[src/rtl/mem_arb_pkg.sv]
// Shared types and constants for the cache-refill request arbiter in front of axi_m.
package mem_arb_pkg;

  typedef enum logic [1:0] {
    IDLE  = 2'd0,
    ISSUE = 2'd1,
    WAIT  = 2'd2,
    RESP  = 2'd3
  } state_e;

  localparam logic RW_READ  = 1'b1;
  localparam logic RW_WRITE = 1'b0;

  localparam logic OWN_DC = 1'b0;
  localparam logic OWN_IC = 1'b1;

  localparam logic [31:0] LINE_OFFSET_MASK = 32'hFFFF_FFF0;

endpackage

[src/rtl/mem_req_arbiter.sv]
// Arbitrates I-cache and D-cache line requests onto the axi_m request port, one transaction at a time.
// Define MEM_ARB_RR_EN for round-robin arbitration; otherwise D-cache has fixed priority.
module mem_req_arbiter
  import mem_arb_pkg::*;
#(
  parameter int ADDR_W = 32,
  parameter int LINE_W = 128
) (
  input  logic              clk,
  input  logic              rst,
  input  logic              icache_req_i,
  input  logic [ADDR_W-1:0] icache_addr_i,
  output logic [LINE_W-1:0] icache_rdata_o,
  output logic              icache_ack_o,
  input  logic              dcache_req_i,
  input  logic              dcache_rw_i,
  input  logic [ADDR_W-1:0] dcache_addr_i,
  input  logic [LINE_W-1:0] dcache_wdata_i,
  output logic [LINE_W-1:0] dcache_rdata_o,
  output logic              dcache_ack_o,
  output logic              Rvcore_valid_req_o,
  output logic              Rvcore_rw_o,
  output logic [ADDR_W-1:0] Rvcore_addr_o,
  output logic [LINE_W-1:0] Rvcore_data_o,
  input  logic [LINE_W-1:0] axi_data_i,
  input  logic              axi_rd_over_i,
  input  logic              axi_wr_over_i
);

  // Mask sized to the address width; only the 16-byte line offset is cleared.
  localparam logic [ADDR_W-1:0] ADDR_MASK = ~ADDR_W'(~LINE_OFFSET_MASK);

  state_e             state_q;
  logic               owner_q;
  logic               valid_q;
  logic               rw_q;
  logic [ADDR_W-1:0]  addr_q;
  logic [LINE_W-1:0]  data_q;
  logic               ic_ack_q;
  logic               dc_ack_q;
  logic [LINE_W-1:0]  ic_rdata_q;
  logic [LINE_W-1:0]  dc_rdata_q;

  logic               any_req;
  logic               owner_d;
  logic               rw_d;
  logic [ADDR_W-1:0]  addr_d;
  logic [LINE_W-1:0]  wdata_d;
  logic               done_d;

`ifdef MEM_ARB_RR_EN
  logic last_grant_q;
  // On contention the port that did not win last time goes first.
  assign owner_d = (icache_req_i && (!dcache_req_i || last_grant_q == OWN_DC)) ? OWN_IC : OWN_DC;
`else
  assign owner_d = (icache_req_i && !dcache_req_i) ? OWN_IC : OWN_DC;
`endif

  assign any_req = icache_req_i | dcache_req_i;
  assign rw_d    = (owner_d == OWN_IC) ? RW_READ : dcache_rw_i;
  assign addr_d  = ((owner_d == OWN_IC) ? icache_addr_i : dcache_addr_i) & ADDR_MASK;
  assign wdata_d = (owner_d == OWN_DC && dcache_rw_i == RW_WRITE) ? dcache_wdata_i : '0;

  // Only the completion pulse matching the transaction type is honoured.
  assign done_d  = (rw_q == RW_READ) ? axi_rd_over_i : axi_wr_over_i;

  always_ff @(posedge clk or posedge rst) begin
    if (rst) begin
      state_q    <= IDLE;
      owner_q    <= OWN_DC;
      valid_q    <= 1'b0;
      rw_q       <= 1'b0;
      addr_q     <= '0;
      data_q     <= '0;
      ic_ack_q   <= 1'b0;
      dc_ack_q   <= 1'b0;
      ic_rdata_q <= '0;
      dc_rdata_q <= '0;
`ifdef MEM_ARB_RR_EN
      last_grant_q <= OWN_IC;
`endif
    end else begin
      valid_q  <= 1'b0;
      ic_ack_q <= 1'b0;
      dc_ack_q <= 1'b0;
      case (state_q)
        IDLE: begin
          if (any_req) begin
            owner_q <= owner_d;
            rw_q    <= rw_d;
            addr_q  <= addr_d;
            data_q  <= wdata_d;
            valid_q <= 1'b1;
            state_q <= ISSUE;
`ifdef MEM_ARB_RR_EN
            last_grant_q <= owner_d;
`endif
          end
        end
        ISSUE: state_q <= WAIT;
        WAIT: begin
          if (done_d) begin
            if (rw_q == RW_READ) begin
              if (owner_q == OWN_IC) ic_rdata_q <= axi_data_i;
              else                   dc_rdata_q <= axi_data_i;
            end
            ic_ack_q <= (owner_q == OWN_IC);
            dc_ack_q <= (owner_q == OWN_DC);
            state_q  <= RESP;
          end
        end
        RESP: begin
          rw_q    <= 1'b0;
          addr_q  <= '0;
          data_q  <= '0;
          state_q <= IDLE;
        end
        default: state_q <= IDLE;
      endcase
    end
  end

  assign Rvcore_valid_req_o = valid_q;
  assign Rvcore_rw_o        = rw_q;
  assign Rvcore_addr_o      = addr_q;
  assign Rvcore_data_o      = data_q;
  assign icache_ack_o       = ic_ack_q;
  assign dcache_ack_o       = dc_ack_q;
  assign icache_rdata_o     = ic_rdata_q;
  assign dcache_rdata_o     = dc_rdata_q;

endmodule
[config.mk]
export PLATFORM = sky130hd
export DESIGN_NAME = mem_req_arbiter
export DESIGN_NICKNAME = d
export VERILOG_FILES = /design/src/rtl/mem_arb_pkg.sv /design/src/rtl/mem_req_arbiter.sv
export SDC_FILE = /design/constraint.sdc
export NUM_CORES = 1
export LEC_CHECK = 0
export ABC_AREA = 1
export BUFFER_PORTS_ARGS = -buffer_cell sky130_fd_sc_hd__buf_2
export CAP_MARGIN = 10
export CORE_AREA = 4 4 290 292
export CTS_BUF_LIST = sky130_fd_sc_hd__clkbuf_4 sky130_fd_sc_hd__clkbuf_8 sky130_fd_sc_hd__clkbuf_16
export DETAILED_ROUTE_END_ITERATION = 8
export DIE_AREA = 0 0 294 296
export PLACE_DENSITY_LB_ADDON = 0.25
export RECOVER_POWER = 25
export SLEW_MARGIN = 15
export SYNTH_ARGS = -nofsm -noshare
export SYNTH_HDL_FRONTEND = slang
export SYNTH_SLANG_ARGS = --single-unit
[constraint.sdc]
create_clock -name clk -period 25.6 [get_ports clk]
set_clock_uncertainty 0.15 [all_clocks]
set_input_delay 3.84 -clock clk [delete_from_list [all_inputs] [get_ports clk]]
set_output_delay 3.84 -clock clk [all_outputs]
set_load 0.02 [all_outputs]
[After elaboration in Yosys (flattened, before gate mapping)]
Cells that the tools add are included.
Storage, ports and cells
  output and inout bits: 420
  bits of input ports: 327
  register bits: 423
  word-level logic and storage cells: 49
Operators by class
  eq/ne operators: 5
  reduce and logical (&&, ||, !) cells: 10
  bitwise gates (word level): 4
  muxes and demuxes: 20
Operator list (number)
  2-to-1 mux 128 bit: 2
  case mux 128 bit (2 select lines): 1
  2-to-1 mux 32 bit: 2
  case mux 32 bit (2 select lines): 1
  2-to-1 mux 1 bit: 10
  case mux 2 bit (4 select lines): 1
  AND reduction 4 bit: 2
  AND reduction 2 bit: 3
  equality test 2 bit, second input constant: 2
  2-to-1 mux 2 bit: 2
  != test 2 bit, second input constant: 2
  NOT 1 bit: 3
  equality test 2 x 1 -> 1 bit, second input constant: 1
  logical AND 1 bit: 2
  logical NOT 2 bit: 1
  case mux 1 bit (2 select lines): 1
  nonzero test 2 bit: 1
  logical NOT 1 bit: 1
  bitwise OR 1 bit: 1

[Depth between registers and ports, before layout]
Gate-level depths: netlist of run 1.
  word-level depth: 8
  gate-level depth with buffers: 9
  mapped depth without buffers: 7

[Least setup slack after synthesis of run 1]
No wires, ideal clock.
  kind: in2reg
  start point: input dcache_req_i
  end point: register data_q[10], in the netlist Rvcore_data_o[10]
  setup slack: 20777 ps
  buffers on the path: 2
  arrival time: 4557 ps
  cell stages on the path: 8
  setup time: 116 ps
  required time: 25334 ps
  path through: inv_1 nand2_2 nand2_2 buf_4 buf_2 nor2_1 nand2_1 nand2_1
On the way
  longest elaborated chain between the ends: 8
  elaborated cells on any way between the ends: 11
  those cells by class: 1 x eq/ne; 4 x mux; 2 x bitwise; 4 x reduce/logical
Ends and longest elaborated chain
  start, declared: line mem_req_arbiter.sv:15  | input logic dcache_req_i,
  logical NOT 1 bit: line mem_req_arbiter.sv:56  | assign owner_d = (icache_req_i && !dcache_req_i) ? OWN_IC : OWN_DC;
  logical AND 1 bit: line mem_req_arbiter.sv:56
  2-to-1 mux 1 bit: line mem_req_arbiter.sv:56
  NOT 1 bit: line mem_req_arbiter.sv:62  | assign wdata_d = (owner_d == OWN_DC && dcache_rw_i == RW_WRITE) ? dcache_wdata_i : '0;
  logical AND 1 bit: line mem_req_arbiter.sv:62
  2-to-1 mux 128 bit: line mem_req_arbiter.sv:62
  2-to-1 mux 128 bit: line mem_req_arbiter.sv:88  | if (any_req) begin
  case mux 128 bit (2 select lines): line mem_req_arbiter.sv:86  | case (state_q)
  end signal, assigned: line mem_req_arbiter.sv:92  | data_q <= wdata_d;
  end, declared: line mem_req_arbiter.sv:38  | logic [LINE_W-1:0] data_q;
Several ways; a longest one is shown, not always the timed one. The select of a mux whose other input is x is not followed.
A chain may end at the register's enable or synchronous reset.

==> results by group, run 1 <==
Route
  – Top sig layer: met5
  – Initial DRC count: 761
  – DRT antenna net count: 0
  – WL met3: 4800 um
  – Detailed-route via count: 16,051
  – DRT Pass-1 Iters: 5
  – WL final: 67,000 um
  – WL met2: 32,600 um
  – Remaining DRCs: 0
  – WL met1: 27,500 um
  – Vias per cell: 4.05
  – Detailed-route wire length per cell: 16.9 um

STA
  – Setup TNS: 0 ns
  – Min Tclk post-route: 9.54 ns
  – Final hold vios: 0
  – Final Max Tran Viols: 296
  – Hold WS: 0.313 ns
  – Fmax: 0.105 GHz
  – Final setup violation count: 0
  – Slew headroom: -218%
  – Pin slew with the least headroom to its limit: 4.74 ns
  – RSZ-0062 raised after global routing: no
  – Final period utilization: 37.3%

Clocking
  – CTS tree: done
  – Latest clock arrival within the worst-skew pair: 0.58 ns
  – TritonCTS Sinks: 419
  – CTS Hold Bufs: 0
  – H-tree depth: 2
  – CTS root buf: clkbuf_16
  – Deepest clock path buffer count: 3
  – CTS buffer count: 50
  – PostCTS Resize Cnt: 0
  – Clk slew on worst S/H paths: 0.06 ns
  – Post-CTS setup buffer count: 0

Synth
  – Yosys warns: 0
  – Syn avg cell area: 8.20 um^2
  – Mapped cell area: 0.0179 mm^2
  – Sequential area share after synthesis: 58.6%
  – Synth top area share: 58.6%
  – Number of synthesized register bits: 419
  – Post-synth top area cell: dfrtp_1
  – Synth cell types: 19
  – Syn Inst Count: 2,181
  – Main area contributors after synthesis: dfrtp_1 (59%), nand2_1 (19%), inv_1 (5.5%)

Place
  – HPWL Detailed: 46,000 um
  – Final RePlAce weighted congestion: 0.808
  – PortBufs: 734

Hold path
  – Worst Hold Launch: icache_rdata_o[84]
  – Hold Path Class: reg2reg
  – Worst Hold End: icache_rdata_o[84]
  – Hold depth: 2

Die
  – Chip height: 296 um
  – Starting Density: 21.9%
  – Die W: 294 um
  – Die ar.: 0.0870 mm^2
  – Core ar.: 0.0816 mm^2
  – Site row count: 105
  – Top Ports: 747

Critical path
  – CP max stage cell: clkinvlp_2
  – Crit-path leading delay family: buffers and inverters
  – Register-to-Register Path Depth: 5
  – Critical path class: in2async
  – Worst Path Required: 26.01 ns
  – CP Cell Sequence: buf_2, clkinvlp_2, clkbuf_1, buf_4
  – Crit Reg-Reg Startpoint: owner_q
  – Worst path max stage delay: 2.64 ns
  – Crit path buf inv count: 4
  – CP Launch Type: input port
  – Crit Reg-Reg Endpoint: dcache_rdata_o[106]
  – Worst reg-to-reg setup slack: 20.78 ns
  – Worst Path Arrival: 9.95 ns
  – Crit-path max FO: 103
  – Crit end category: asynchronous set/reset pin

Final layout
  – Most common cell after layout, fill and taps aside: nand2_1
  – Fin nets: 3,175
  – P&R area growth vs syn: 34.6%
  – Commonest non-fill, non-tap cells in the layout: nand2_1 (917), buf_2 (733), dfrtp_1 (418)
  – Share of layout cells above drive strength 1: 29.5%

Flow run
  – Max-cap check violation count: 5

Status
  – Outcome: finished with violations
  – Failing checks: max-capacitance violations, max-slew violations

Global route
  – Vias in the first global route: 16,104
  – GRT Util Overall: 14.7%
  – Largest net degree at the start of global routing: 148
  – First-pass GRT wire length: 100,000 um
  – Initial antenna violation count: 11
  – Congestion Overflow GR: 0

Power
  – PD cells: 125 mW/mm^2
  – Peak VDD IR: 83.4 uV
  – Final Power: 3000 uW
  – Lkg Pwr: 0.0147 uW
-- registers in the layout, summed over array words and instances, names as in the netlist --
| signal | count |
|---|---|
| Rvcore_rw_o | 1 |
| icache_rdata_o | 128 |
| dcache_ack_o | 1 |
| state_q | 2 |
| owner_q | 1 |
| Rvcore_valid_req_o | 1 |
| Rvcore_addr_o | 28 |
| icache_ack_o | 1 |
| Rvcore_data_o | 128 |
| dcache_rdata_o | 128 |
-- cell type report --
| class | count | area [um^2] |
|---|---|---|
| multi-input combinational | 1357 | 5730 |
| tap | 1070 | 1340 |
| fill | 8958 | 57500 |
| antenna | 11 | 27.5 |
| clock buffer | 73 | 1490 |
| sequential | 419 | 10500 |
| inverter | 264 | 995 |
| clock inverter | 18 | 196 |
| timing repair buffer | 751 | 3800 |
-- per-stage QoR --
| step | setup slack [ns] | area (um^2) | std cells | util [%] |
|---|---|---|---|---|
| 2_1_floorplan | 9.95 | 17900 | 2184 | - |
| 3_3_place_gp | 18.41 | 22400 | 3861 | 27.4 |
| 3_5_place_dp | 18.44 | 22400 | 3861 | 27.4 |
| 4_1_cts | 19.07 | 24100 | 3952 | 29.5 |
| 5_1_grt | 14.79 | 24100 | 3960 | 29.5 |
| 6_report | 16.06 | 24100 | 3963 | 29.5 |
-- power breakdown --
part	internal (uW)	switching (uW)
clock	435	297
combinational	334	851
sequential	929	152
-- per-layer routing --
layer  vias to the layer above  GRT usage [%]
li1                       8011              -
met1                      7437           17.7
met2                       492           25.0
met3                       109           4.40
met4                         2           5.44
met5                         -              0
-- cells by family after synthesis --
kind of cell             Yosys count  share of synthesized area, %
buffers and inverters            408                          9.55
AND/OR/NAND/NOR                 1215                          27.7
adder cells (fa/ha/maj)            5                         0.350
flip-flops                       419                          58.6
AO/OA/AOI/OAI                    133                          3.74
other                              1                        0.0210
-- worst reg2reg max path, delay by kind of cell, from the launching register on --
kind,cells,cell delay (ns)
AOI/OAI and AO/OA,1,0.10
buffers and inverters,2,1.45
DFF,1,0.74
and+or+nand+nor,2,2.22
-- cell usage after synthesis, drive strengths merged --
| cell type | number |
|---|---|
| nor2 | 129 |
| nand2 | 921 |
| clkbuf | 48 |
| conb | 1 |
| or2 | 1 |
| ha | 5 |
| buf | 96 |
| dfrtp | 419 |
| nand3 | 32 |
| o21ai | 133 |
| nand4 | 132 |
| inv | 264 |
-- how the worst max path moves through the flow --
stage / endpoint / slack [ns] / depth (start not counted) / startpoint
after detailed placement: Rvcore_data_o[63] / 18.44 / 7 / icache_req_i
after global routing: owner_q / 14.79 / 4 / rst
final: owner_q / 16.06 / 4 / rst
after floorplan: Rvcore_addr_o[10] / 9.95 / 1 / rst
after CTS: Rvcore_data_o[63] / 19.07 / 7 / icache_req_i
after global placement: Rvcore_data_o[63] / 18.41 / 7 / icache_req_i
(Power assumes the default switching activity.)
==> inputs of run 2 (changes only) <==
- ABC_AREA: 1 -> 0
- CORE_AREA: 4 4 290 292 -> 4 4 287 289
- DIE_AREA: 0 0 294 296 -> 0 0 291 293
- clock period: 25.6 -> 10 ns (I/O delays scaled with it)
==> run 2 against run 1 <==
Critical path depth rose by 2. Largest cell class unchanged. Final area down 8.9%. Die area decreased by 2.0%. Non-clock buffer count is 3 lower. Flip-flop and latch count stayed put. Critical endpoint is now Rvcore_data_o[70]. The flow still finishes with violations (max-capacitance violations, max-slew violations).
==> results by group, run 2 <==
STA
  – Pin slew with the least headroom to its limit: 4.13 ns (-0.611 ns)
  – Final Max Tran Viols: 320 (+8.1%)
  – Fmax: 0.164 GHz
  – Setup TNS: 0 ns (unchanged)
  – RSZ-0062 raised after global routing: no
  – Slew headroom: -176% (+42 points)
  – Final hold vios: 0 (unchanged)
  – Final setup violation count: 0 (unchanged)
  – Min Tclk post-route: 6.09 ns
  – Final period utilization: 60.9%

Critical path
  – Critical path class: in2reg
  – Worst Path Required: 10.34 ns (-15.67 ns)
  – Crit-path leading delay family: buffers and inverters
  – Most used cell, CP: clkbuf_1
  – Worst path max stage delay: 2.88 ns (+0.24 ns)
  – Crit end category: flop
  – Crit-path max FO: 86 (-17%)
  – CP max stage cell: clkbuf_1
  – Crit path buf inv count: 3 (-1)
  – Worst Path Arrival: 6.43 ns (-3.52 ns)
  – CP Launch Type: input port
  – CP Cell Sequence: clkbuf_1, or3b_1, o21ai_4, clkbuf_1, buf_4, a22o_1

Clocking
  – PostCTS Resize Cnt: 0 (unchanged)
  – CTS buffer count: 48 (-4.0%)
  – Clk slew on worst S/H paths: 0.06 ns (about the same)
  – CTS tree: done
  – Latest clock arrival within the worst-skew pair: 0.57 ns (about the same)
  – Deepest clock path buffer count: 3 (unchanged)
  – TritonCTS Sinks: 419 (unchanged)
  – Post-CTS setup buffer count: 0 (unchanged)
  – CTS Hold Bufs: 0 (unchanged)
  – H-tree depth: 2 (unchanged)
  – CTS root buf: clkbuf_16

Route
  – WL met1: 20,000 um (-27%)
  – Detailed-route wire length per cell: 19.1 um (+13%)
  – Top sig layer: met5
  – DRT Pass-1 Iters: 4 (-1)
  – Remaining DRCs: 0 (unchanged)
  – Initial DRC count: 348 (-54%)
  – Vias per cell: 3.98 (-1.8%)
  – WL met2: 27,400 um (-16%)
  – WL met3: 3950 um (-18%)
  – Detailed-route via count: 11,096 (-31%)
  – WL final: 53,300 um (-21%)
  – DRT antenna net count: 0 (unchanged)

Synth
  – Syn Inst Count: 958 (-56%)
  – Synth cell types: 25 (+6)
  – Number of synthesized register bits: 419 (unchanged)
  – Synth Area in Simple Gates: 0.448% (-27 points)
  – Mapped cell area: 0.0156 mm^2 (-13%)
  – Compound-gate portion of the synthesized area: 9.03% (+5.3 points)
  – Most frequent cells after synthesis: dfrtp_1 (419), mux2_2 (257), a22o_1 (128), buf_2 (42), mux2i_1 (30)
  – FFs w/ async S/R, synth: 100% (unchanged)
  – Sequential area share after synthesis: 67.1% (+8.5 points)
  – Xor/xnor cell area share of the yosys netlist: 0% (unchanged)
  – Syn avg cell area: 16.3 um^2 (+99%)
  – Post-Synth Adder-Cell Area: 0.400% (+0.051 points)
  – Synth top area share: 67.1% (+8.5 points)
  – Yosys warns: 0 (unchanged)
  – Post-synth EDFFs: 0 (unchanged)
  – Post-synth top area cell: dfrtp_1
  – Top-count cell post-synth: dfrtp_1
  – Post-synth top flop: dfrtp_1
  – Post-synthesis mux area share: 20.4% (+20 points)
  – Largest family of logic cells by synthesized area: multiplexers
  – Main area contributors after synthesis: dfrtp_1 (67%), mux2_2 (19%), a22o_1 (7.2%)

Final layout
  – Share of layout cells above drive strength 1: 61.8% (+32 points)
  – Most common cell after layout, fill and taps aside: buf_2
  – P&R area growth vs syn: 40.4%
  – Finished Core Util: 27.4% (-2.1 points)
  – Fin nets: 2,022 (-36%)
  – Commonest non-fill, non-tap cells in the layout: buf_2 (714), dfrtp_1 (419), mux2_2 (257)

Power
  – Lkg Pwr: 0.0118 uW (-19%)
  – Final Power: 7510 uW (+150%)
  – PD cells: 342 mW/mm^2 (+170%)
  – Peak VDD IR: 185 uV (+120%)

Global route
  – Initial antenna violation count: 9 (-2)
  – GRT Util Overall: 11.8% (-2.9 points)
  – Congestion Overflow GR: 0 (unchanged)
  – First-pass GRT wire length: 79,200 um (-21%)
  – Vias in the first global route: 12,291 (-24%)
  – Largest net degree at the start of global routing: 160 (+8.1%)

Die
  – Die W: 291 um (-1.0%)
  – Die ar.: 0.0853 mm^2 (-2.0%)
  – Top Ports: 747 (unchanged)
  – Core ar.: 0.0799 mm^2 (-2.1%)
  – Site row count: 104 (-0.95%)
  – Chip height: 293 um (-1.0%)
  – Starting Density: 19.6% (-2.4 points)

Place
  – HPWL Detailed: 40,100 um (-13%)
  – PortBufs: 734 (unchanged)
  – Final RePlAce weighted congestion: 0.842 (+4.3%)

Flow run
  – Max-cap check violation count: 5 (unchanged)

Status
  – Outcome: finished with violations
  – Failing checks: max-capacitance violations, max-slew violations

Hold path
  – Hold Path Class: reg2reg
==> run 2: cell type report <==
class                   instances  area [um^2]
repair buffers                748         3750
inverters                       3         12.5
multi-input cells             470         4770
clock inverters                 5         40.0
fillers                      8399        58000
flip-flops and latches        419        10500
clock buffers                  77         1520
well taps                    1060         1330
diodes                          8         20.0
==> run 2: stage by stage <==
step           area, um^2  hold WS (ns)  std cells  worst slack (ns)
3_5_place_dp        20400         0.319       2700              5.79
4_1_cts             22000         0.339       2782              6.41
3_3_place_gp        20400         0.320       2700              5.86
6_report            21900         0.337       2790              3.91
5_1_grt             21900         0.351       2790              3.69
2_1_floorplan       15600         0.316        961              2.70
==> run 2: cell families after synthesis <==
logic type / after synthesis
flops: 419
mux: 287
compound gates: 163
buf+inv: 72
simple gates: 11
fa+ha+maj: 5
other cells: 1
==> run 2: worst paths after layout <==
check	depth (start not counted)	from	end	slack [ns]
setup / recovery	6	dcache_req_i	Rvcore_data_o[70]	3.91
setup reg to reg	7	state_q[0]	Rvcore_data_o[70]	4.15
max in group asynchronous	4	rst	dcache_rdata_o[30]	5.25
min in group asynchronous	3	rst	Rvcore_data_o[19]	2.06
hold / removal	1	Rvcore_addr_o[29]	Rvcore_addr_o[29]	0.34
hold reg to reg	1	Rvcore_addr_o[29]	Rvcore_addr_o[29]	0.34
==> run 2: worst reg2reg max path: stages, from the launching register on <==
cell and delay, ns:
dfrtp_1 0.38, inv_1 0.15, ha_1 0.32, or3b_1 0.44
o21ai_4 0.07, clkbuf_1 2.88, buf_4 1.06, a22o_1 0.32
==> run 2: power breakdown <==
part / internal, uW / switching (uW)
logic: 1110 / 1870
clock network: 1030 / 691
registers: 2420 / 378
==> run 2: layer usage <==
metal  up-vias  GRT usage [%]
met5         -              0
li1       4981              -
met1      5582           13.1
met4         2           4.66
met3       102           3.58
met2       429           21.3
